**config.mk**
```make
export PLATFORM = sky130hd
export DESIGN_NAME = lane_game_engine
export DESIGN_NICKNAME = d
export VERILOG_FILES = /design/src/rtl/lane_game_engine.sv
export SDC_FILE = /design/constraint.sdc
export NUM_CORES = 1
export LEC_CHECK = 0
export BUFFER_PORTS_ARGS = -buffer_cell sky130_fd_sc_hd__buf_2
export CAP_MARGIN = 20
export CORE_MARGIN = 2
export CORE_UTILIZATION = 34
export CTS_BUF_LIST = sky130_fd_sc_hd__clkbuf_16
export DETAILED_ROUTE_END_ITERATION = 6
export PLACE_DENSITY = 0.59
export SETUP_SLACK_MARGIN = 0.02
export SYNTH_ARGS = -nofsm -noshare
export SYNTH_HDL_FRONTEND = slang
export SYNTH_SLANG_ARGS = --single-unit
```
**constraint.sdc**
```tcl
create_clock -name clk -period 4 [get_ports clk]
set_clock_uncertainty 0.1 [all_clocks]
set_input_delay 1 -clock clk [delete_from_list [all_inputs] [get_ports clk]]
set_output_delay 1 -clock clk [all_outputs]
set_load 0.02 [all_outputs]
```
**src/rtl/lane_game_engine.sv**
```systemverilog
// Lane-crossing game core: rotating obstacle lanes, edge-detected
// buttons, collision/win detection, lives, score and game-state FSM.
module lane_game_engine #(
  parameter int ROWS = 8,
  parameter int COLS = 8,
  parameter int TICK_DIV = 100000000,
  parameter logic [ROWS*COLS-1:0] LANE_INIT = '0,
  parameter logic [ROWS-1:0] LANE_MASK = 8'b0110_1110,
  parameter logic [ROWS-1:0] LANE_DIR = 8'b0010_1010,
  parameter int START_COL = 4,
  parameter int LIVES = 3,
  parameter int HOLD_TICKS = 2,
  localparam int RW = $clog2(ROWS),
  localparam int LW = $clog2(LIVES + 1),
  localparam int CW = $clog2(TICK_DIV),
  localparam int HW = $clog2(HOLD_TICKS + 1)
) (
  input  logic                 clk,
  input  logic                 reset,
  input  logic                 up,
  input  logic                 down,
  input  logic                 left,
  input  logic                 right,
  output logic [ROWS*COLS-1:0] lanes,
  output logic [RW-1:0]        frog_row,
  output logic [COLS-1:0]      frog_col,
  output logic [LW-1:0]        lives,
  output logic [7:0]           score,
  output logic                 dead,
  output logic                 win,
  output logic                 game_over,
  output logic                 tick
);

  typedef enum logic [1:0] {
    PLAY, HIT, WIN, OVER
  } state_t;

  localparam logic [RW-1:0] ROW_START = RW'(ROWS - 1);
  localparam logic [COLS-1:0] COL_START =
    COLS'(1) << START_COL;

  state_t          state_q, state_d;
  logic [RW-1:0]   row_q, row_d;
  logic [COLS-1:0] col_q, col_d;
  logic [LW-1:0]   lives_q, lives_d;
  logic [7:0]      score_q, score_d;
  logic [HW-1:0]   hold_q, hold_d;
  logic [CW-1:0]   cnt_q;
  logic [3:0]      btn_q;
  logic [3:0]      btn;
  logic [3:0]      press;
  logic            hit_now;
  logic [COLS-1:0] lane_q [ROWS];

  assign tick  = (cnt_q == CW'(TICK_DIV - 1));
  assign btn   = {up, down, left, right};
  assign press = btn_q & ~btn;
  assign hit_now = LANE_MASK[row_q] &&
                   (|(lane_q[row_q] & col_q));

  always_ff @(posedge clk) begin
    if (reset) begin
      cnt_q <= '0;
      btn_q <= '1;
    end else begin
      cnt_q <= tick ? '0 : cnt_q + CW'(1);
      btn_q <= btn;
    end
  end

  // Road rows step once per tick; other rows stay at their init pattern.
  always_ff @(posedge clk) begin
    for (int r = 0; r < ROWS; r++) begin
      if (reset) begin
        lane_q[r] <= LANE_INIT[r*COLS +: COLS];
      end else if (tick && state_q != OVER && LANE_MASK[r]) begin
        if (LANE_DIR[r])
          lane_q[r] <= {lane_q[r][0], lane_q[r][COLS-1:1]};
        else
          lane_q[r] <= {lane_q[r][COLS-2:0], lane_q[r][COLS-1]};
      end
    end
  end

  always_ff @(posedge clk) begin
    if (reset) begin
      state_q <= PLAY;
      row_q   <= ROW_START;
      col_q   <= COL_START;
      lives_q <= LW'(LIVES);
      score_q <= '0;
      hold_q  <= '0;
    end else begin
      state_q <= state_d;
      row_q   <= row_d;
      col_q   <= col_d;
      lives_q <= lives_d;
      score_q <= score_d;
      hold_q  <= hold_d;
    end
  end

  always_comb begin
    state_d = state_q;
    row_d   = row_q;
    col_d   = col_q;
    lives_d = lives_q;
    score_d = score_q;
    hold_d  = hold_q;
    unique case (state_q)
      PLAY: begin
        if (hit_now) begin
          state_d = HIT;
          hold_d  = '0;
          if (lives_q != '0) lives_d = lives_q - LW'(1);
        end else if (row_q == '0) begin
          state_d = WIN;
          hold_d  = '0;
          if (score_q != 8'hFF) score_d = score_q + 8'd1;
        end else begin
          priority case (1'b1)
            press[3]:
              if (row_q != '0) row_d = row_q - RW'(1);
            press[2]:
              if (row_q != ROW_START) row_d = row_q + RW'(1);
            press[1]:
              if (!col_q[COLS-1]) col_d = col_q << 1;
            press[0]:
              if (!col_q[0]) col_d = col_q >> 1;
            default: ;
          endcase
        end
      end
      HIT, WIN: begin
        if (tick) begin
          if (hold_q == HW'(HOLD_TICKS - 1)) begin
            if (state_q == HIT && lives_q == '0) begin
              state_d = OVER;
            end else begin
              state_d = PLAY;
              row_d   = ROW_START;
              col_d   = COL_START;
            end
          end else begin
            hold_d = hold_q + HW'(1);
          end
        end
      end
      OVER: ;
      default: ;
    endcase
  end

  for (genvar r = 0; r < ROWS; r++) begin : g_pack
    assign lanes[r*COLS +: COLS] = lane_q[r];
  end

  assign frog_row  = row_q;
  assign frog_col  = col_q;
  assign lives     = lives_q;
  assign score     = score_q;
  assign dead      = (state_q == HIT) || (state_q == OVER);
  assign win       = (state_q == WIN);
  assign game_over = (state_q == OVER);

endmodule

```
Word level (Yosys, flattened, before mapping):

Memory sizes are Yosys's and may differ from the RTL's. A register that Yosys moved wholly into a read port is not among the register bits.
Cells that the tools add are included.

* register bits: 56
* input port bits: 6
* word-level logic and storage cells: 120
* memory bits (read-only): 8
* output and inout port bits: 89
* memories kept: 2
* RAM bits: 64

* eq/ne operators: 23
* add/subtract/negate cells: 6
* reductions and logical operators: 21
* muxes and demuxes: 48
* bitwise logic cells: 9
* $lt $le $gt $ge: 1

Memory list
* lane_q: depth 8, bits a word 8, rd ports 9, clocked after memory_dff 1, write ports 8, RTL line 54 `logic [COLS-1:0] lane_q [ROWS];`
* (name not given): depth 8, bits a word 1, rd ports 1, clocked after memory_dff 1, write ports 0, RTL line 59 `assign hit_now = LANE_MASK[row_q] &&`

Operators with widths (count)
* 8-bit two-way mux: 16
* 3-bit two-way mux: 13
* 27-bit by 1-bit adder with 27-bit output, second input constant: 1
* 27-bit equality test, second input constant: 1
* 3-bit inequality test, second input constant: 8
* 10-bit AND reduction: 2
* 2-bit two-way mux: 9
* 2-bit inequality test, second input constant: 9
* 8-bit one-hot mux with 2 select lines: 1
* 4-bit AND reduction: 3
* 11-bit AND reduction: 1
* 9-bit AND reduction: 1
* 8-bit by 1-bit adder with 8-bit output, second input constant: 1
* 8-bit bitwise AND: 1
* 8-bit inequality test, second input constant: 1
* 2-bit one-hot mux with 2 select lines: 2
* 8-bit OR reduction: 1
* 1-bit two-way mux: 6
* 3-bit one-hot mux with 2 select lines: 1
* 1-bit bitwise OR: 5
* 4-bit bitwise AND: 1
* 2-bit by 1-bit equality test with 1-bit output, second input constant: 2
* 2-bit equality test, second input constant: 2
* 2-bit logical NOT: 2
* 14 further kinds: 18

Logic depth before layout (Yosys ltp):

Gate-level depths: netlist of run 1.

* word-level depth: 9
* depth in mapped cells: 13
* depth with buffers taken out: 12

Worst setup path before layout of run 1:

No wires, ideal clock.

* kind: flip-flop to flip-flop
* start point: register cnt_q[0]
* end point: memory lane_q[1][0] (enable)
* path slack: 824 ps
* clock period less this slack: 3176 ps
* setup time: 396 ps
* buffers on the path: 0
* required time: 3504 ps
* cell stages (with the launch flop): 6
* data arrival time: 2680 ps
* path through: dfxtp_1 -> ha_1 -> and4_1 -> nand4_1 -> nor3_1 -> a21o_1

RTL lines
* start, declared: RTL line 49 `logic [CW-1:0] cnt_q;`
* start signal, assigned: RTL line 67 `cnt_q <= tick ? '0 : cnt_q + CW'(1);`
* end, declared: RTL line 54

==> metrics.sh, run 1 <==
DIE_HEIGHT_UM=125
GRT_REMAINING_OVERFLOW=0
INTPOWER_mW=1.82
GR-USAGE-MET3=0.0554
HOLD_SLACK_NS=0.360
LAYOUT.CELLS.MOST_COMMON_LIST='sky130_fd_sc_hd__buf_2, sky130_fd_sc_hd__dfxtp_1, sky130_fd_sc_hd__nor2_1, sky130_fd_sc_hd__and2_1, sky130_fd_sc_hd__edfxtp_1'
GRT_PASS1_WL_MM=19.1
SYNTH.YOSYS.WARNINGS=0
FINALSETUPVIOLCOUNT=0
ANT_NETS=0
MET1_USAGE=0.198
LAYOUT.CELLS.MOST_COMMON='sky130_fd_sc_hd__buf_2'
REMAINING_DRC_ERRORS=0
POSTSYNTHCELLCOUNT=517
GRT_ANTENNA_BEFORE_REPAIR=0
FINALCOREUTILIZATION=0.394
DIE-AREA_SQ_UM=15600
MIN-DELAY-PATH-CLASS='reg2reg'
WORST-SLEW-PIN-TRANSITION_NS=0.665
ANTENNADIODECOUNT=0
GR-MAX-USAGE-LAYER='met2'
NETLIST_AREA_BEFORE_PLACEMENT_SQ_UM=4970
CLOCKBUFFERDEPTH=2
CTS_RESIZED=0
SYN_AREA_PER_CELL_SQ_UM=9.62
DRT_WL_TOTAL_MM=11.6
CLK_PIN_SLEW_NS=0.07
GRT_USE_TOTAL=0.153
WORSTSKEWPAIRLATENCY_NS=0.35
WORSTSETUPENDPOINTTYPE='flop'
POST-SYNTH-TOP-AREA-CELL='sky130_fd_sc_hd__dfxtp_1'
NUM_IO_PINS=95
IRDROPWORSTVDD_mV=0.245
TRITONCTS_NUM_SINKS=100
PORT_BUFFERS=70
NET-SWITCHING-POWER_mW=0.859
DRIVE_GT1_FRAC=0.182
WORST_EP_ARRIVAL_TIME_NS=3.75
SYNTH_TOP_AREA_SHARE=0.242
YS_SEQ_AREA_FRAC=0.483
RUN_STATUS='finished, final reports clean'
WIRE_PER_INST_UM=15.1
RELSLEWSLACK=0.557
POST-DP-HPWL_MM=8.37
DESIGN.CORE.AREA_SQ_UM=14400
SYNTH_SEQ_CELLS=100
TOTAL_LEAKAGE_POWER_nW=2.31
FIRST_GLOBAL_VIAS=3692
POWER.SHARE.SEQUENTIAL=0.464
INITIAL_UTILIZATION=0.345
POST_CTS_BUFFERS=0
POSTSYNTH.ASYNCRESETSHARE=0
POWER_DENSITY_nW_PER_UM2=472
TRITONCTS_CLOCK_TREE='built'
SYNTH.DISTINCT_CELLS=58
DETAILEDROUTE.FIRSTITERATIONVIOLATIONS=354
SYNTHFLOPTYPE='sky130_fd_sc_hd__dfxtp_1'
TIMING.SETUP.CRITICAL_PATH_CLASS='reg2reg'
SYNTH-EDFF-COUNT=40
FLOW.AREA_GROWTH_FROM_SYNTHESIS_PCT=14.3
POWER_FRAC_COMB=0.213
CTS_ROOT_BUF='sky130_fd_sc_hd__clkbuf_16'
NETSWITCHINGFRACTION=0.320
SYNTH_TOP_CELLS_BY_AREA='sky130_fd_sc_hd__dfxtp_1, sky130_fd_sc_hd__edfxtp_1, sky130_fd_sc_hd__and2_1'
FF2FF_SETUP_SLACK_NS=0.39
FIRST_PASS_ITERS=4
MAXSLEWVIOLCOUNT=0
POST_DRT_VIA_CELL_RATIO=5.06
TIMING.CRITICAL_PATH.REQUIRED_NS=4.14
PLACED_CELLS=751
WORST_SETUP_PATH_START_KIND='flop'
GPL.FINAL_WEIGHTED_CONGESTION=0.823
CLOCK.FMAX_MHz=277
HOLD_VIO_CNT_FINAL=0
CLOCKPOWERSHARE=0.323
GRT_MAX_DEGREE=41
NUM-NETS-FINAL=594
ROUTED-VIA-COUNT=3883
H-TREE-DEPTH=3
CHIP_WIDTH_UM=125
RSZ0062_AT_GRT='no'
PERIOD_MINUS_SLACK_NS=3.61
GRTUSAGEMET2=0.246
INSERTED_CLOCK_BUFFERS=9
R2R.WORST_PATH.CELLS=12
CRIT_FANOUT=17
FINAL_CELL_COUNT_NO_FILL=767
TIMING.MAX_CAP.VIOLATIONS=0
CTS-HOLD-FIX-BUFFERS=0
FP-ROW-COUNT=44
TNS_NS=0
TCRIT_TCLK_FINAL=0.901
## worst min path at each step
stage                     startpoint   endpoint  slack, ns  depth (start not counted)
final                       cnt_q[0]   cnt_q[0]       0.36                          1
after global routing       hold_q[1]  hold_q[1]       0.41                          2
after CTS                   cnt_q[0]   cnt_q[0]       0.36                          1
after detailed placement    cnt_q[0]   cnt_q[0]       0.35                          1
after global placement     hold_q[1]  hold_q[1]       0.34                          2
after floorplan             cnt_q[0]   cnt_q[0]       0.33                          1
## critical path: stages (launching register included)
cell,delay [ns]
sky130_fd_sc_hd__dfxtp_1,0.70
sky130_fd_sc_hd__inv_2,0.24
sky130_fd_sc_hd__o21ai_0,0.28
sky130_fd_sc_hd__a21oi_1,0.12
sky130_fd_sc_hd__or4_4,0.54
sky130_fd_sc_hd__o41ai_4,0.32
sky130_fd_sc_hd__buf_4,0.25
sky130_fd_sc_hd__and2_1,0.24
sky130_fd_sc_hd__or3_1,0.20
sky130_fd_sc_hd__a21oi_1,0.09
sky130_fd_sc_hd__ha_1,0.31
sky130_fd_sc_hd__inv_1,0.05
sky130_fd_sc_hd__mux2i_1,0.06
## metal layers
metal  wire length (um)  up-vias
li1                   -     1884
met1               5390     1875
met2               5430      116
met3                636        8
met4                 98        0
met5                  0        -
## registers in the layout, summed over array words and instances (netlist names), named ones only
signal,count
btn_q,4
state_q,2
cnt_q,27
lives,2
frog_col,8
lane_q,40
score,8
hold_q,2
frog_row,3
## Yosys cell counts (all sizes together) (5+ instances only)
cell	instances
nand2	30
xor2	20
o22a	5
nand3	17
and3	11
nor2	47
clkbuf	18
a31oi	5
edfxtp	40
inv	22
a21oi	24
nor4	6
or3b	7
nor3	9
o21ai	18
and2	43
nor2b	10
xnor2	10
buf	30
a21o	5
o221ai	8
dfxtp	60
nand4	9
ha	9
or2	10
## stage by stage
| step | instance area, sq um | setup slack [ns] | power (mW) |
|---|---|---|---|
| after global routing | 5680 | 0.231 | 2.83 |
| after detailed placement | 5390 | 0.484 | 1.83 |
| after floorplan | 5060 | 0.824 | 1.71 |
| after CTS | 5680 | 0.455 | 2.70 |
| after global placement | 5390 | 0.635 | 1.81 |
| final | 5680 | 0.395 | 2.68 |
## power by group through the flow
| stage | combinational (mW) | clock [mW] | sequential, mW |
|---|---|---|---|
| after floorplan | 0.463 | 0 | 1.25 |
| after global placement | 0.551 | 0 | 1.26 |
| after detailed placement | 0.568 | 0 | 1.27 |
| after CTS | 0.570 | 0.888 | 1.24 |
| after global routing | 0.632 | 0.943 | 1.26 |
| final | 0.572 | 0.867 | 1.24 |
## logic make-up (layout without fill, tap and decap cells)
group / Yosys count / count (layout) / share of synthesized area
compound gates: 89 / 89 / 0.123
xor+xnor: 30 / 30 / 0.0529
fa+ha+maj: 10 / 10 / 0.0267
buf+inv: 70 / 113 / 0.0743
flops: 100 / 100 / 0.483
mux: 4 / 4 / 0.00805
other cells: 1 / 24 / 0.000754
simple gates: 213 / 213 / 0.232
## cell type report
class | instances | area, sq um
clock inverters | 7 | 66.3
flip-flops and latches | 100 | 2400
fillers | 1463 | 8740
repair buffers | 75 | 388
multi-input cells | 370 | 2290
inverters | 22 | 82.6
clock buffers | 9 | 225
well taps | 184 | 230
Power figures use the tool's default switching activity.
==> run 2, diff against run 1 <==
--- a/config.mk
+++ b/config.mk
@@ -7,11 +7,13 @@
 export LEC_CHECK = 0
 export BUFFER_PORTS_ARGS = -buffer_cell sky130_fd_sc_hd__buf_2
 export CAP_MARGIN = 20
+export CELL_PAD_IN_SITES_DETAIL_PLACEMENT = 1
+export CELL_PAD_IN_SITES_GLOBAL_PLACEMENT = 2
 export CORE_MARGIN = 2
 export CORE_UTILIZATION = 34
 export CTS_BUF_LIST = sky130_fd_sc_hd__clkbuf_16
 export DETAILED_ROUTE_END_ITERATION = 6
-export PLACE_DENSITY = 0.59
+export PLACE_DENSITY = 0.85
 export SETUP_SLACK_MARGIN = 0.02
 export SYNTH_ARGS = -nofsm -noshare
 export SYNTH_HDL_FRONTEND = slang
==> constraint.sdc (replaced) <==
create_clock -name clk -period 3.35 [get_ports clk]
set_clock_uncertainty 0.1 [all_clocks]
set_input_delay 0.8375 -clock clk [delete_from_list [all_inputs] [get_ports clk]]
set_output_delay 0.8375 -clock clk [all_outputs]
set_load 0.02 [all_outputs]
==> run 2 against run 1 <==
Net effect: critical path depth is 6 lower; core utilization up 0.49 points; global-route usage up 0.89 points; total power is 23% higher.
==> metrics.sh, run 2 (synthesized netlist as in run 1, its figures left out) <==
RUN_STATUS='finished, final reports clean'
POST-DP-HPWL_MM=9.11  # +8.8%
ANTENNADIODECOUNT=0  # unchanged
ROUTED-VIA-COUNT=3913  # +0.77%
DETAILEDROUTE.FIRSTITERATIONVIOLATIONS=286  # -19%
WORSTSKEWPAIRLATENCY_NS=0.36  # about the same
TRITONCTS_NUM_SINKS=100  # unchanged
DRIVE_GT1_FRAC=0.198  # +0.0165
FP-ROW-COUNT=44  # unchanged
TCRIT_TCLK_FINAL=0.919
WORST_SETUP_PATH_START_KIND='flop'
HOLD_VIO_CNT_FINAL=0  # unchanged
POST_CTS_BUFFERS=0  # unchanged
MIN-DELAY-PATH-CLASS='reg2reg'
LARGEST-REGISTER='lane_q'
DRT_WL_TOTAL_MM=12.4  # +7.0%
POWER.SHARE.SEQUENTIAL=0.443  # -0.021
GPL.FINAL_WEIGHTED_CONGESTION=0.804  # -2.3%
TIMING.MAX_CAP.VIOLATIONS=0  # unchanged
HOLD_START='hold_q[1]'
WORST-SLEW-PIN-TRANSITION_NS=0.541  # -0.124 ns
INITIAL_UTILIZATION=0.345  # unchanged
LAYOUT_TOP_REGISTERS='lane_q: 40 flops, cnt_q: 27 flops'
CLOCK.FMAX_MHz=325
TIMING.SETUP.CRITICAL_PATH_CLASS='reg2out'
PLACE_AREA_SQ_UM=5440  # +0.98%
TOTAL_LEAKAGE_POWER_nW=2.35  # +2.1%
DP_SLACK_NS=0.0902  # -0.394 ns
TRITONCTS_CLOCK_TREE='built'
POST_DRT_VIA_CELL_RATIO=5.06  # -0.14%
CHIP_WIDTH_UM=125  # unchanged
NETSWITCHINGFRACTION=0.328  # +0.00761
GRT_REMAINING_OVERFLOW=0  # unchanged
FIN_AREA_SQ_UM=5750  # +1.2%
FF2FF_SETUP_SLACK_NS=0.28  # -0.11 ns
LARGEST_REGISTER_FF_COUNT=40  # unchanged
H-TREE-DEPTH=3  # unchanged
RELSLEWSLACK=0.639  # +0.0820
WORST_EP_ARRIVAL_TIME_NS=2.14  # -1.61 ns
GRT_PASS1_WL_MM=20.4  # +6.5%
WORSTSETUPENDPOINTTYPE='primary output'
FINALSETUPVIOLCOUNT=0  # unchanged
GRT_ANTENNA_BEFORE_REPAIR=0  # unchanged
TIMING.CRITICAL_PATH.REQUIRED_NS=2.41  # -1.73 ns
RSZ0062_AT_GRT='no'
GRT_USE_TOTAL=0.162  # +0.00890
CRIT_FANOUT=4  # -13
CLK_PIN_SLEW_NS=0.07  # about the same
WORSTHOLDPATHCELLS=2  # +1
IRDROPWORSTVDD_mV=0.317  # +29%
CLOCKPOWERSHARE=0.331  # +0.008
POWER_DENSITY_nW_PER_UM2=576  # +22%
FIRST_GLOBAL_VIAS=3849  # +4.3%
PORT_BUFFERS=70  # unchanged
HOLDPATHEND='hold_q[1]'
DIE-AREA_SQ_UM=15600  # unchanged
ANT_NETS=0  # unchanged
WIRE_PER_INST_UM=16.0  # +6.0%
CLOCKBUFFERDEPTH=2  # unchanged
LAYOUT.CELLS.MOST_COMMON_LIST='sky130_fd_sc_hd__buf_2, sky130_fd_sc_hd__dfxtp_1, sky130_fd_sc_hd__nor2_1, sky130_fd_sc_hd__and2_1, sky130_fd_sc_hd__edfxtp_1'
GRT_MAX_DEGREE=41  # unchanged
TNS_NS=0  # unchanged
PERIOD_MINUS_SLACK_NS=3.08
INSERTED_CLOCK_BUFFERS=9  # unchanged
DIE_HEIGHT_UM=125  # unchanged
CTS_ROOT_BUF='sky130_fd_sc_hd__clkbuf_16'
FIRST_PASS_ITERS=4  # unchanged
TIMING.FINAL.WS_SETUP_NS=0.271  # -0.124 ns
NUM_IO_PINS=95  # unchanged
POWER_FRAC_COMB=0.227  # +0.014
FLOW.AREA_GROWTH_FROM_SYNTHESIS_PCT=15.7
DESIGN.CORE.AREA_SQ_UM=14400  # unchanged
NUM-NETS-FINAL=601  # +1.2%
INTPOWER_mW=2.23  # +22%
REMAINING_DRC_ERRORS=0  # unchanged
MAXSLEWVIOLCOUNT=0  # unchanged
LAYOUT.CELLS.MOST_COMMON='sky130_fd_sc_hd__buf_2'
NET-SWITCHING-POWER_mW=1.09  # +26%
R2R.WORST_PATH.CELLS=11  # -1
## run 2: changes by cell type in the layout (fill, tap and decap cells not counted), moves of 2 or more
cell / before / now
sky130_fd_sc_hd__buf_4: 5 / 12
sky130_fd_sc_hd__clkinvlp_4: 2 / 0
sky130_fd_sc_hd__inv_6: 1 / 3
sky130_fd_sc_hd__dfxtp_1: 60 / 58
sky130_fd_sc_hd__dfxtp_2: 0 / 2
## run 2: timing repair
action                     4_1_cts  5_1_grt
hold buffers                     0        0
setup endpoints to repair        0        1
gates resized for setup          0        3
## run 2: worst max-delay path by stage
stage | from | end | slack [ns]
after floorplan | cnt_q[0] | lane_q[1][0] | 0.17
after global placement | flop | flop | 0.33
after detailed placement | flop | flop | 0.09
after CTS | flop | flop | 0.08
after global routing | cnt_q[0] | flop | 0.03
final | cnt_q[0] | tick | 0.27
## run 2: routing by layer
layer / share of wire / up-vias / track usage
met5: 0 / - / 0
met1: 0.45 / 1906 / 0.209
met2: 0.48 / 97 / 0.267
met3: 0.056 / 14 / 0.0473
li1: - / 1896 / -
met4: 0.014 / 0 / 0.0412
## run 2: area by class of cell
type	count	area [sq um]
flip-flops and latches	100	2400
repair buffers	82	440
inverters	22	82.6
fillers	1672	8670
clock inverters	7	81.3
multi-input cells	370	2290
clock buffers	9	225
well taps	184	230
## run 2: power groups by stage
| stage | clock, mW | combinational, mW | sequential (mW) |
|---|---|---|---|
| 6_report | 1.09 | 0.751 | 1.47 |
| 5_1_grt | 1.18 | 0.832 | 1.48 |
| 4_1_cts | 1.12 | 0.753 | 1.47 |
| 3_5_place_dp | 0 | 0.751 | 1.49 |
| 3_3_place_gp | 0 | 0.722 | 1.49 |
| 2_1_floorplan | 0 | 0.552 | 1.49 |
## run 2: stage by stage
| step | utilization | total power [mW] | hold slack [ns] | cells |
|---|---|---|---|---|
| 2_1_floorplan | - | 2.04 | 0.330 | 540 |
| 3_3_place_gp | 0.377 | 2.21 | 0.340 | 758 |
| 3_5_place_dp | 0.377 | 2.25 | 0.356 | 758 |
| 4_1_cts | 0.399 | 3.34 | 0.366 | 774 |
| 5_1_grt | 0.399 | 3.49 | 0.395 | 774 |
| 6_report | 0.399 | 3.31 | 0.373 | 774 |
## run 2: critical path, stage by stage (launching register included)
cell	delay, ns
sky130_fd_sc_hd__dfxtp_1	0.37
sky130_fd_sc_hd__ha_1	0.22
sky130_fd_sc_hd__and4_1	0.23
sky130_fd_sc_hd__nand4_1	0.13
sky130_fd_sc_hd__buf_4	0.18
sky130_fd_sc_hd__nor3_1	0.41
sky130_fd_sc_hd__buf_2	0.26
==> run 3, diff against run 2 <==
--- a/config.mk
+++ b/config.mk
@@ -13,7 +13,7 @@
 export CORE_UTILIZATION = 34
 export CTS_BUF_LIST = sky130_fd_sc_hd__clkbuf_16
 export DETAILED_ROUTE_END_ITERATION = 6
-export PLACE_DENSITY = 0.85
+export PLACE_DENSITY_LB_ADDON = 0.1
 export SETUP_SLACK_MARGIN = 0.02
 export SYNTH_ARGS = -nofsm -noshare
 export SYNTH_HDL_FRONTEND = slang
==> run 3 against run 2 <==
Net effect: clock-buffer cell count unchanged; die area is the same; sequential share of layout area decreased by 0.14 points; fmax up 0.60%; sequential power about the same; total power rose by 1.3%; combinational power shrank 1%; critical path depth is 3 higher.
==> metrics.sh, run 3 (synthesized netlist as in run 1, its figures left out) <==
FINAL.FILL_COUNT=1673  # +0.060%
PORT_BUFFERS=70  # unchanged
TIMING.SETUP.CRITICAL_PATH_CLASS='reg2reg'
CLOCK.FMAX_MHz=327  # +0.60%
WORSTSETUPENDPOINTTYPE='flop'
GRT_PASS1_WL_MM=20.5  # +0.82%
FINAL_CELL_COUNT_NO_FILL=774  # unchanged
FIRST_PASS_ITERS=4  # unchanged
GRT_REMAINING_OVERFLOW=0  # unchanged
NUM-NETS-FINAL=601  # unchanged
POST_DRT_VIA_CELL_RATIO=5.02  # -0.64%
LAYOUT_TOP_REGISTERS='lane_q: 40 flops, cnt_q: 27 flops'
CLOCKPOWERSHARE=0.343  # +0.012
CTS_RESIZED=0  # unchanged
DESIGN.CORE.AREA_SQ_UM=14400  # unchanged
MIN-DELAY-PATH-CLASS='reg2reg'
WORSTSKEWPAIRLATENCY_NS=0.35  # about the same
WORST-SLEW-PIN-TRANSITION_NS=0.528  # -0.0129 ns
CLOCKBUFFERDEPTH=2  # unchanged
PLACED_CELLS=758  # unchanged
DETAILEDROUTE.FIRSTITERATIONVIOLATIONS=199  # -30%
NETSWITCHINGFRACTION=0.319  # -0.00889
GRT_MAX_DEGREE=41  # unchanged
IRDROPWORSTVDD_mV=0.282  # -11%
H-TREE-DEPTH=3  # unchanged
HOLD_VIO_CNT_FINAL=0  # unchanged
TIMING.MAX_CAP.VIOLATIONS=0  # unchanged
DIE-AREA_SQ_UM=15600  # unchanged
DRT_WL_TOTAL_MM=12.6  # +1.9%
PERIOD_MINUS_SLACK_NS=3.06  # -0.0184 ns
ANTENNADIODECOUNT=0  # unchanged
TRITONCTS_NUM_SINKS=100  # unchanged
GRT_ANTENNA_BEFORE_REPAIR=0  # unchanged
CTS_ROOT_BUF='sky130_fd_sc_hd__clkbuf_16'
GRT_USE_TOTAL=0.165  # +0.00354
RELSLEWSLACK=0.648  # +0.00937
DIE_HEIGHT_UM=125  # unchanged
INTPOWER_mW=2.29  # +2.6%
RUN_STATUS='finished, final reports clean'
CHIP_WIDTH_UM=125  # unchanged
WORST_SETUP_PATH_START_KIND='flop'
LAYOUT.CELLS.MOST_COMMON='sky130_fd_sc_hd__buf_2'
INITIAL_UTILIZATION=0.345  # unchanged
DRIVE_GT1_FRAC=0.195  # -0.00339
FLOW.AREA_GROWTH_FROM_SYNTHESIS_PCT=16.0
FIRST_GLOBAL_VIAS=3844  # -0.13%
TOTAL_POWER_mW=3.36  # +1.3%
POST_CTS_BUFFERS=0  # unchanged
TOTAL_LEAKAGE_POWER_nW=2.36  # +0.42%
TRITONCTS_CLOCK_TREE='built'
ANT_NETS=0  # unchanged
FINALSETUPVIOLCOUNT=0  # unchanged
FP-ROW-COUNT=44  # unchanged
WORST_EP_ARRIVAL_TIME_NS=3.20  # +1.06 ns
TIMING.CRITICAL_PATH.REQUIRED_NS=3.49  # +1.08 ns
NET-SWITCHING-POWER_mW=1.07  # -1.5%
RSZ0062_AT_GRT='no'
HOLD_SLACK_NS=0.354  # -0.0190 ns
NUM_IO_PINS=95  # unchanged
INSERTED_CLOCK_BUFFERS=9  # unchanged
POWER_DENSITY_nW_PER_UM2=582  # +1.0%
LARGEST_REGISTER_FF_COUNT=40  # unchanged
TCRIT_TCLK_FINAL=0.914  # -0.00549
GPL.FINAL_WEIGHTED_CONGESTION=0.779  # -3.1%
POWER_FRAC_COMB=0.221  # -0.006
LAYOUT.CELLS.MOST_COMMON_LIST='sky130_fd_sc_hd__buf_2, sky130_fd_sc_hd__dfxtp_1, sky130_fd_sc_hd__nor2_1, sky130_fd_sc_hd__and2_1, sky130_fd_sc_hd__edfxtp_1'
CLK_PIN_SLEW_NS=0.08  # about the same
POST-DP-HPWL_MM=9.15  # +0.39%
ROUTED-VIA-COUNT=3888  # -0.64%
CTS-HOLD-FIX-BUFFERS=0  # unchanged
MAXSLEWVIOLCOUNT=0  # unchanged
REMAINING_DRC_ERRORS=0  # unchanged
POWER.SHARE.SEQUENTIAL=0.436  # -0.007
CRIT_FANOUT=15  # +11
LARGEST-REGISTER='lane_q'
WIRE_PER_INST_UM=16.3  # +1.9%
TNS_NS=0  # unchanged
==> run 3: cell types whose count changed in the layout (fill, tap and decap cells not counted), sizes merged <==
cell | before | now
bufinv | 1 | 2
inv | 26 | 25
==> run 3: metrics by stage <==
stage               utilization  cell area [sq um]  setup slack [ns]
floorplan                     -               5060             0.174
global placement          0.377               5440             0.331
detailed placement        0.377               5440             0.221
CTS                       0.400               5770             0.231
global route              0.400               5770            0.0355
finish                    0.400               5770             0.289
==> run 3: layout make-up <==
cell class,instances,area (sq um),share of cell area
timing repair buffer,82,440,0.0764
clock buffer,9,225,0.0391
inverter,22,82.6,0.0143
tap,184,230,0.0399
clock inverter,7,98.8,0.0171
multi-input combinational,370,2290,0.396
sequential,100,2400,0.417
==> run 3: critical path, cell delays in order, from the launching register on <==
cell and delay, ns:
sky130_fd_sc_hd__dfxtp_1 0.47, sky130_fd_sc_hd__inv_2 0.17, sky130_fd_sc_hd__o221ai_1 0.23, sky130_fd_sc_hd__a221oi_1 0.11
sky130_fd_sc_hd__or4_4 0.56, sky130_fd_sc_hd__o41ai_4 0.29, sky130_fd_sc_hd__buf_4 0.26, sky130_fd_sc_hd__and4b_1 0.48
sky130_fd_sc_hd__and2_1 0.20, sky130_fd_sc_hd__o21ai_1 0.06
==> run 3: per-layer routing <==
layer  global-route usage  vias to the layer above  share of wire
met5                    0                        -              0
met1                0.218                     1885           0.47
li1                     -                     1901              -
met4               0.0667                        0          0.020
met3               0.0305                       18          0.040
met2                0.268                       84           0.47
==> run 3: path summary, 6_finish.rpt <==
| kind | to | slack, ns | from | cells after the start |
|---|---|---|---|---|
| setup reg to reg | frog_col[4] | 0.29 | flop | 9 |
| setup / recovery | frog_col[4] | 0.29 | flop | 9 |
| hold reg to reg | hold_q[1] | 0.35 | hold_q[1] | 2 |
| hold / removal | hold_q[1] | 0.35 | hold_q[1] | 2 |
==> run 3: power by group through the flow <==
stage	registers [mW]	clock network, mW	logic [mW]
finish	1.46	1.15	0.743
global route	1.48	1.23	0.827
detailed placement	1.49	0	0.751
floorplan	1.49	0	0.552
CTS	1.46	1.19	0.756
global placement	1.49	0	0.733
